File: config.mk
export PLATFORM = sky130hd
export DESIGN_NAME = sha_2_padder
export DESIGN_NICKNAME = d
export VERILOG_FILES = /design/src/rtl/sha_2_pkg.sv /design/src/rtl/sha_2_padder.sv
export SDC_FILE = /design/constraint.sdc
export NUM_CORES = 2
export LEC_CHECK = 0
export CORE_MARGIN = 3
export CORE_UTILIZATION = 30
export DETAILED_ROUTE_END_ITERATION = 10
export PLACE_DENSITY = 0.55
export SYNTH_ARGS = -nofsm -noshare
export SYNTH_HDL_FRONTEND = slang
export SYNTH_SLANG_ARGS = --single-unit
File: constraint.sdc
create_clock -name clk -period 8.3 [get_ports clk]
set_input_delay 1.245 -clock clk [delete_from_list [all_inputs] [get_ports clk]]
set_output_delay 1.245 -clock clk [all_outputs]
set_load 0.02 [all_outputs]
File: src/rtl/sha_2_pkg.sv
// -----------------------------------------------------------------------------
// sha_2_pkg
// Shared definitions for the SHA-2 message padder.
//   BLOCK_W      : width of one SHA-2 message block (512 bits)
//   LEN_FIELD_W  : width of the trailing message-length field (64 bits)
//   PAD_BYTE     : the 0x80 marker appended right after the last message byte
//   state_e      : padder FSM states
//   pad_block()  : applies end-of-message byte masking, the 0x80 marker and the
//                  length field to a 512-bit block
// -----------------------------------------------------------------------------
package sha_2_pkg;

    localparam int         BLOCK_W     = 512;
    localparam int         LEN_FIELD_W = 64;
    localparam logic [7:0] PAD_BYTE    = 8'h80;

    // Largest in-block bit offset that still leaves room for the 0x80 byte
    // and the 64-bit length field in the same block (512 - 64 - 8).
    localparam int         LEN_MAX_R   = BLOCK_W - LEN_FIELD_W - 8;

    typedef enum logic [1:0] {
        ST_IDLE,
        ST_COLLECT,
        ST_EMIT,
        ST_PAD
    } state_e;

    // cut     : place PAD_BYTE at byte r/8 and zero every later byte
    // add_len : overwrite the low LEN_FIELD_W bits with len
    // Byte 0 is the MSB byte of the block.
    function automatic logic [BLOCK_W-1:0] pad_block(
        input logic [BLOCK_W-1:0]     data,
        input logic [8:0]             r,
        input logic                   cut,
        input logic                   add_len,
        input logic [LEN_FIELD_W-1:0] len
    );
        logic [BLOCK_W-1:0] blk;
        blk = data;
        if (cut) begin
            for (int i = 0; i < BLOCK_W / 8; i++) begin
                if (i == int'(r[8:3])) begin
                    blk[BLOCK_W-1-8*i -: 8] = PAD_BYTE;
                end else if (i > int'(r[8:3])) begin
                    blk[BLOCK_W-1-8*i -: 8] = 8'h00;
                end
            end
        end
        if (add_len) begin
            blk[LEN_FIELD_W-1:0] = len;
        end
        return blk;
    endfunction

endpackage

File: src/rtl/sha_2_padder.sv
// -----------------------------------------------------------------------------
// sha_2_padder
// Collects a message of cfg_size bits (arriving as DATA_W-bit words, first
// byte in the MSBs) into 512-bit blocks and applies SHA-2 padding: a 0x80
// byte after the message, zero fill and the 64-bit message length. An extra
// length-only block is emitted when the final data block has no room left.
//
// Ports
//   clk, nrst        : clock (rising edge), asynchronous active-low reset
//   cfg_size         : message length in bits (multiple of 8)
//   cfg_valid/ready  : handshake for cfg_size, ready only when idle
//   data_in          : message word
//   data_in_valid/ready : handshake for data_in
//   block_out        : registered padded block, first byte in the MSBs
//   block_valid/ready: handshake for block_out
//   block_last       : marks the final block of the message
// -----------------------------------------------------------------------------
module sha_2_padder
    import sha_2_pkg::*;
#(
    parameter int DATA_W = 32,
    parameter int LEN_W  = 64
) (
    input  logic               clk,
    input  logic               nrst,
    input  logic [LEN_W-1:0]   cfg_size,
    input  logic               cfg_valid,
    output logic               cfg_ready,
    input  logic [DATA_W-1:0]  data_in,
    input  logic               data_in_valid,
    output logic               data_in_ready,
    output logic [BLOCK_W-1:0] block_out,
    output logic               block_valid,
    input  logic               block_ready,
    output logic               block_last
);

    localparam int WORDS = BLOCK_W / DATA_W;
    localparam int CNT_W = $clog2(WORDS + 1);

    state_e             state_q, state_d;
    logic [LEN_W-1:0]   cfg_q, cfg_d;
    logic [LEN_W-1:0]   rem_q, rem_d;
    logic [CNT_W-1:0]   cnt_q, cnt_d;
    logic [BLOCK_W-1:0] buf_q, buf_d;
    logic [BLOCK_W-1:0] block_q, block_d;
    logic               valid_q, valid_d;
    logic               last_q, last_d;
    logic               need_pad_q, need_pad_d;

    logic                   cfg_hs, in_hs, blk_hs;
    logic [LEN_W-1:0]       rem_sub;
    logic                   last_word;
    logic                   load_blk;
    logic [8:0]             r;
    logic                   full_tail;
    logic [LEN_FIELD_W-1:0] len_field;
    logic                   ends;

    assign cfg_hs = cfg_valid && cfg_ready;
    assign in_hs  = data_in_valid && data_in_ready;
    assign blk_hs = valid_q && block_ready;

    // Remaining bits after one more word, saturating at zero.
    assign rem_sub   = (rem_q > LEN_W'(DATA_W)) ? rem_q - LEN_W'(DATA_W) : '0;
    assign last_word = (cnt_q == CNT_W'(WORDS - 1));

    // The block is captured on the edge that accepts the word completing it,
    // so block_valid rises the cycle after that word. An empty message
    // arrives in COLLECT with nothing to accept and is captured at once.
    assign load_blk = (state_q == ST_COLLECT) &&
                      ((in_hs && (last_word || rem_sub == '0)) || rem_q == '0);

    assign r         = cfg_q[8:0];
    // Message fills its last block exactly: the 0x80 moves to the PAD block.
    assign full_tail = (r == 9'd0) && (cfg_q != '0);
    assign len_field = LEN_FIELD_W'(cfg_q);

    // -------------------------------------------------------------------------
    // FSM: state register
    // -------------------------------------------------------------------------
    // NOTE: asynchronous reset clears every register, the block buffer
    // included, so no fragment of an interrupted message can leak out later.
    always_ff @(posedge clk or negedge nrst) begin
        if (!nrst) begin
            state_q <= ST_IDLE;
        end else begin
            state_q <= state_d;
        end
    end

    // -------------------------------------------------------------------------
    // FSM: next-state logic
    // -------------------------------------------------------------------------
    // NOTE: every combinational output gets a default first, so no path
    // leaves it unassigned and no latch is inferred.
    always_comb begin
        state_d = state_q;
        unique case (state_q)
            ST_IDLE:    if (cfg_hs)   state_d = ST_COLLECT;
            ST_COLLECT: if (load_blk) state_d = ST_EMIT;
            ST_EMIT: begin
                if (blk_hs) begin
                    if (last_q)          state_d = ST_IDLE;
                    else if (need_pad_q) state_d = ST_PAD;
                    else                 state_d = ST_COLLECT;
                end
            end
            ST_PAD:     if (blk_hs)   state_d = ST_IDLE;
            default:                  state_d = ST_IDLE;
        endcase
    end

    // -------------------------------------------------------------------------
    // FSM: outputs
    // -------------------------------------------------------------------------
    always_comb begin
        cfg_ready     = (state_q == ST_IDLE);
        data_in_ready = (state_q == ST_COLLECT) && (rem_q != '0) &&
                        (cnt_q < CNT_W'(WORDS));
    end

    // -------------------------------------------------------------------------
    // Datapath next-state
    // -------------------------------------------------------------------------
    always_comb begin
        cfg_d      = cfg_q;
        rem_d      = rem_q;
        cnt_d      = cnt_q;
        buf_d      = buf_q;
        block_d    = block_q;
        valid_d    = valid_q;
        last_d     = last_q;
        need_pad_d = need_pad_q;
        ends       = 1'b0;

        unique case (state_q)
            ST_IDLE: begin
                if (cfg_hs) begin
                    cfg_d = cfg_size;
                    rem_d = cfg_size;
                    cnt_d = '0;
                    buf_d = '0;
                end
            end
            ST_COLLECT: begin
                if (in_hs) begin
                    for (int s = 0; s < WORDS; s++) begin
                        if (cnt_q == CNT_W'(s)) begin
                            buf_d[BLOCK_W-1-s*DATA_W -: DATA_W] = data_in;
                        end
                    end
                    cnt_d = cnt_q + CNT_W'(1);
                    rem_d = rem_sub;
                end
                if (load_blk) begin
                    ends       = (rem_d == '0);
                    // Tail bits beyond cfg_size are cleared by the byte cut.
                    block_d    = pad_block(buf_d, r, ends && !full_tail,
                                           ends && !full_tail && (r <= 9'(LEN_MAX_R)),
                                           len_field);
                    valid_d    = 1'b1;
                    last_d     = ends && !full_tail && (r <= 9'(LEN_MAX_R));
                    need_pad_d = ends && !(!full_tail && (r <= 9'(LEN_MAX_R)));
                end
            end
            ST_EMIT: begin
                if (blk_hs) begin
                    // Next data block starts from a clean buffer so a short
                    // final block never carries words of the previous one.
                    cnt_d = '0;
                    buf_d = '0;
                    if (!last_q && need_pad_q) begin
                        block_d = pad_block('0, r, (r == 9'd0), 1'b1, len_field);
                        last_d  = 1'b1;
                    end else begin
                        valid_d = 1'b0;
                        last_d  = 1'b0;
                    end
                    need_pad_d = 1'b0;
                end
            end
            ST_PAD: begin
                if (blk_hs) begin
                    valid_d = 1'b0;
                    last_d  = 1'b0;
                end
            end
            default: ;
        endcase
    end

    // NOTE: sequential state uses non-blocking assignments so every register
    // samples the pre-edge values regardless of statement order.
    always_ff @(posedge clk or negedge nrst) begin
        if (!nrst) begin
            cfg_q      <= '0;
            rem_q      <= '0;
            cnt_q      <= '0;
            buf_q      <= '0;
            block_q    <= '0;
            valid_q    <= 1'b0;
            last_q     <= 1'b0;
            need_pad_q <= 1'b0;
        end else begin
            cfg_q      <= cfg_d;
            rem_q      <= rem_d;
            cnt_q      <= cnt_d;
            buf_q      <= buf_d;
            block_q    <= block_d;
            valid_q    <= valid_d;
            last_q     <= last_d;
            need_pad_q <= need_pad_d;
        end
    end

    assign block_out   = block_q;
    assign block_valid = valid_q;
    assign block_last  = last_q;

endmodule

## Word level (Yosys, flattened, before mapping)

Cells that the tools add are included.

- Register bits after elaboration: 1162

- Add/sub/neg operators: 2
- Magnitude comparators: 66
- Equal/unequal tests: 88
- Multiplexer cells: 245
- Reduce and logical (&&, ||, !) cells: 40

Operator list:

| kind | count |
|---|---|
| 512-bit two-way mux | 8 |
| 512-bit one-hot mux with 3 select lines | 1 |
| 8-bit two-way mux | 191 |
| 512-bit one-hot mux with 2 select lines | 1 |
| 32-bit two-way mux | 16 |
| 64-bit two-way mux | 5 |
| 6-bit == test (first input constant) | 32 |
| 6-bit > comparator (first input constant) | 32 |
| 64-bit logical NOT | 3 |
| 64-bit one-hot mux with 2 select lines | 1 |
| 64-bit nonzero test | 2 |
| 5-bit by 6-bit == test with 1-bit output (first input constant) | 16 |
| 5-bit by 6-bit > comparator with 1-bit output (first input constant) | 16 |
| 64-bit by 6-bit > comparator with 1-bit output (second input constant) | 1 |
| 64-bit by 6-bit subtractor with 64-bit output (second input constant) | 1 |
| 4-bit by 6-bit == test with 1-bit output (first input constant) | 8 |
| 4-bit by 6-bit > comparator with 1-bit output (first input constant) | 8 |
| 5-bit by 4-bit == test with 1-bit output (second input constant) | 8 |
| 3-bit by 6-bit == test with 1-bit output (first input constant) | 4 |
| 3-bit by 6-bit > comparator with 1-bit output (first input constant) | 4 |
| 5-bit by 3-bit == test with 1-bit output (second input constant) | 4 |
| 4-bit AND reduction | 4 |
| 5-bit two-way mux | 3 |
| 5-bit one-hot mux with 3 select lines | 1 |
| 30 further kinds | 71 |

## Depth between registers and ports, before layout

- Depth after elaboration: 12
- Depth in mapped cells: 18
- Depth with buffers taken out: 13

## Worst setup path after synthesis

No wires, ideal clock.

- Path type: register -> register
- Start point: reg rem_q[5]
- End point: reg block_q[71], in the netlist block_out[71]
- Setup time: 145 ps
- Arrival: 4307 ps
- Data required time: 8155 ps
- Path slack: 3847 ps
- Cell stages (with the launch flop): 17
- Buffers on the path: 3
- Clock period less this slack: 4453 ps
- Cell sequence: dfrtp_1 clkbuf_1 inv_1 ha_1 nor3b_1 nand3_1 or3_1 clkbuf_1 o41a_1 o31ai_1 a211o_1 o2111ai_1 nor4b_4 nand2_2 buf_4 o21ai_2 o221ai_1

- Longest elaborated chain between the ends: 11

Ends and longest elaborated chain:

| item | RTL line | RTL |
|---|---|---|
| start, declared | sha_2_padder.sv:43 | `logic [LEN_W-1:0] rem_q, rem_d;` |
| start signal, assigned | sha_2_padder.sv:207 | `rem_q <= rem_d;` |
| branches (longest 11 deep; another with 64-bit by 6-bit subtractor with 64-bit output) | n/a |  |
| end signal, assigned | sha_2_padder.sv:210 | `block_q <= block_d;` |
| end, declared | sha_2_padder.sv:46 | `logic [BLOCK_W-1:0] block_q, block_d;` |

Parallel ways; which one is timed is not known. The select of a mux whose other input is x is not followed.
A chain may end at the register's enable or synchronous reset.

## Worst setup path in the final report

- Start point: reg rem_q[28]
- End point: reg block_q[305], in the netlist block_out[305]

Same word-level chain as after synthesis.

==> flow_summary_export.csv <==
group,metric,value,unit
outcome,status,"finished, final reports clean",
placed_design,portBuffers,616,
sta,hold_slack,0.408,ns
synthesis,synth-seq-cells,1162,
placed_design,place_area,61600,sq um
clock_network,clkTransAtPathRegs,0.06,ns
clock_network,hold_buffers,0,
detailed_routing,dr.pass1.iters,8,
clock_network,htreeDepth,4,
power,clockPowerShare,50.5,%
clock_network,cts_setup_buffers,0,
finish,most-common-layout-cells,"dfrtp_1, nand2_1, clkdlybuf4s50_1",
detailed_routing,wl,245000,um
synthesis,syn_nets,5194,
die,core_area,175000,sq um
power,seq_power_share,46.2,%
sta,period_share,87.7,%
grt,grt_max_degree,183,
die,num_rows,153,
setup_path,cp.required,8.94,ns
finish,area_delta_synth_final,24.7,%
grt,grt_overflow,0,
die,dieWidth,427,um
placed_design,dpl.hpwl,171000,um
detailed_routing,drt_iter0_drc,4927,
die,die_h,427,um
sta,tightest_slew,1.25,ns
setup_path,crit_fanout,27,
power,leakage,29.2,nW
clock_network,cts_buffers,135,
min_path,hold_path.class,"in -> async",
setup_path,worstRegToRegCells,13,
setup_path,r2r-end,"block_out[305]$_DFFE_PN0P_",
synthesis,synth_edf_count,0,
finish,fill_cells,17100,
sta,fin_skew,0.0513,ns
synthesis,yosysWarnings,0,
grt,antenna_found_initial,4,
setup_path,cp_cell_sequence,"nor4_2, nand4_1, buf_4, or4_1, o31ai_4, a21oi_1, a2111oi_1, nand4_1, nor4b_4, nand2_4, buf_4, o31ai_4, o21ai_1",
setup_path,worst-r2r-setup-slack,1.02,ns
finish,nets,5607,
clock_network,post_cts_resized,0,
detailed_routing,wl_per_cell,30.9,um
sta,maxSlewViolCount,0,
power,cell_internal_pwr,9.37,mW
sta,hold_viol,0,
sta,fmax,0.137,GHz
sta,slew_headroom,16.6,%
setup_path,crit_slowest_cell,"o31ai_4",
setup_path,arrival,7.92,ns
sta,rsz0062_at_grt,"no",
setup_path,crit_type,"reg -> reg",
sta,period_needed,7.28,ns
detailed_routing,ant_nets,0,
detailed_routing,route.detailed.drc,0,
detailed_routing,vias_per_cell,5.71,
sta,finalSetupViolCount,0,
power,p_switching,2.96,mW
detailed_routing,dr_total_vias,45300,
sta,tns,0,ns
clock_network,cts_buffer_depth,3,
synthesis,synth_ff_type,"dfrtp_1",
synthesis,async_flop_share,100,%
finish,layout-drive-gt1-share,8.67,%
finish,final_common_cell,"dfrtp_1",
setup_path,critPathMaxStageDelay,0.90,ns
power,pwr_density_cell,186,nW/um^2
clock_network,cts_tree,"yes",
die,pin_count,617,
clock_network,clock-sinks,1162,
clock_network,clk_latency,0.80,ns
run,cap_violations,0,
grt,grt_pass1_wl,346000,um
synthesis,yosysUniqueCellTypes,90,
grt,grt_pass1_vias,44000,
die,start_util,30.4,%
setup_path,crit-reg2reg-launch,"rem_q[28]$_DFFE_PN0P_",
placed_design,globalplace.congestion,0.982,
power,switching_share,24.0,%
finish,final_area,66200,sq um
synthesis,ys_seq_area_share,54.8,%
power,p_comb_share,3.3,%
synthesis,avgSynthCellArea,10.4,sq um
synthesis,syn_area,53100,sq um
setup_path,start_kind,"flip-flop",
die,die-area,182000,sq um
setup_path,end_kind,"flip-flop",
grt,grt_usage,26.3,%
clock_network,root_buffer,"clkbuf_16",
power,ir_drop,0.161,mV
synthesis,syn_inst,5087,
[Yosys cell counts (10+ instances only)]
master / count / share of area, %
dfrtp_1: 1162 / 55
nand2_1: 810 / 5.7
mux2i_1: 476 / 9.0
o21ai_0: 460 / 4.3
a22o_1: 456 / 7.5
clkbuf_1: 413 / 2.9
o21ai_1: 157 / 1.5
nor2_1: 122 / 0.86
a21oi_1: 101 / 0.95
inv_1: 84 / 0.59
o221ai_1: 62 / 1.0
nand3_1: 57 / 0.54
nor4_1: 57 / 0.67
nor3_1: 55 / 0.52
a31oi_1: 49 / 0.58
nand4_1: 42 / 0.50
a21o_1: 33 / 0.47
and3_1: 31 / 0.37
nor3b_1: 29 / 0.41
buf_1: 28 / 0.20
o22a_1: 28 / 0.46
buf_2: 26 / 0.25
or3_1: 24 / 0.28
o21ai_2: 17 / 0.28
a32oi_1: 16 / 0.26
or4_1: 16 / 0.23
o211ai_1: 15 / 0.21
and2_1: 14 / 0.17
a221o_1: 12 / 0.23
a221oi_1: 12 / 0.20
o31ai_1: 12 / 0.17
a41oi_1: 10 / 0.17
o31ai_4: 10 / 0.40
xor2_1: 10 / 0.17
[per-stage QoR]
stage               worst slack [ns]  util, %  power (mW)  std cells
finish                          1.02     37.9        12.3       7931
global route                   0.923     37.9        12.7       7929
CTS                             1.21     37.9        12.4       7928
detailed placement              1.24     35.2        6.22       7688
global placement                1.18     35.2        6.22       7688
floorplan                       3.85        -        5.92       5087
[flip-flops by register name, summed over array words and instances (netlist names)]
| signal | cells |
|---|---|
| rem_q | 64 |
| need_pad_q | 1 |
| buf_q | 512 |
| cfg_q | 64 |
| block_valid | 1 |
| block_out | 512 |
| block_last | 1 |
| state_q | 2 |
| cnt_q | 5 |
[how the worst max path moves through the flow]
stage | startpoint | endpoint | slack [ns] | cells past startpoint
finish | rem_q[28]$_DFFE_PN0P_ | block_out[305]$_DFFE_PN0P_ | 1.02 | 13
global route | rem_q[20]$_DFFE_PN0P_ | block_out[305]$_DFFE_PN0P_ | 0.92 | 13
CTS | rem_q[28]$_DFFE_PN0P_ | block_out[305]$_DFFE_PN0P_ | 1.21 | 13
detailed placement | rem_q[28]$_DFFE_PN0P_ | block_out[310]$_DFFE_PN0P_ | 1.24 | 13
global placement | rem_q[28]$_DFFE_PN0P_ | block_out[308]$_DFFE_PN0P_ | 1.18 | 13
floorplan | rem_q[5]$_DFFE_PN0P_ | block_out[71]$_DFFE_PN0P_ | 3.85 | 16
[per-layer routing]
metal	routed length [um]	up-vias	global-route usage, %
met3	15900	460	4.33
met5	156	-	0
met2	110000	2065	40.2
li1	-	19300	-
met1	103000	23500	35.1
met4	16400	2	15.1
[kinds of logic (layout without fill, tap and decap cells)]
group | after synthesis | after routing | share of synthesized area [%]
AO/OA/AOI/OAI | 1537 | 1537 | 20.2
AND/OR/NAND/NOR | 1321 | 1321 | 11.4
flip-flops | 1162 | 1162 | 54.8
buffers and inverters | 562 | 1078 | 4.10
multiplexers | 481 | 481 | 9.09
XOR/XNOR | 18 | 18 | 0.297
adder cells (fa/ha/maj) | 6 | 6 | 0.141
other | 0 | 3 | 0
[power by group through the flow]
| stage | combinational, mW | sequential [mW] | clock (mW) |
|---|---|---|---|
| floorplan | 0.135 | 5.78 | 0 |
| global placement | 0.415 | 5.80 | 0 |
| detailed placement | 0.417 | 5.80 | 0 |
| CTS | 0.417 | 5.70 | 6.33 |
| global route | 0.441 | 5.70 | 6.56 |
| finish | 0.407 | 5.70 | 6.22 |
[area by class of cell]
cell class	count	area (sq um)	area share [%]
Multi-Input combinational cell	3363	22100	33.4
Timing Repair Buffer	750	7120	10.8
Clock inverter	41	696	1.05
Sequential cell	1162	29100	43.9
Clock buffer	199	3900	5.90
Inverter	88	330	0.499
Tap cell	2325	2910	4.40
Antenna cell	3	7.51	0.0113
[worst max-delay path: cells and delay by family (launching register included)]
kind	cells	cell delay, ns
DFF	1	0.59
AOI/OAI and AO/OA	5	2.81
and+or+nand+nor	6	3.06
buffers and inverters	2	0.63
Note: power is estimated with default switching activity, not from simulation.
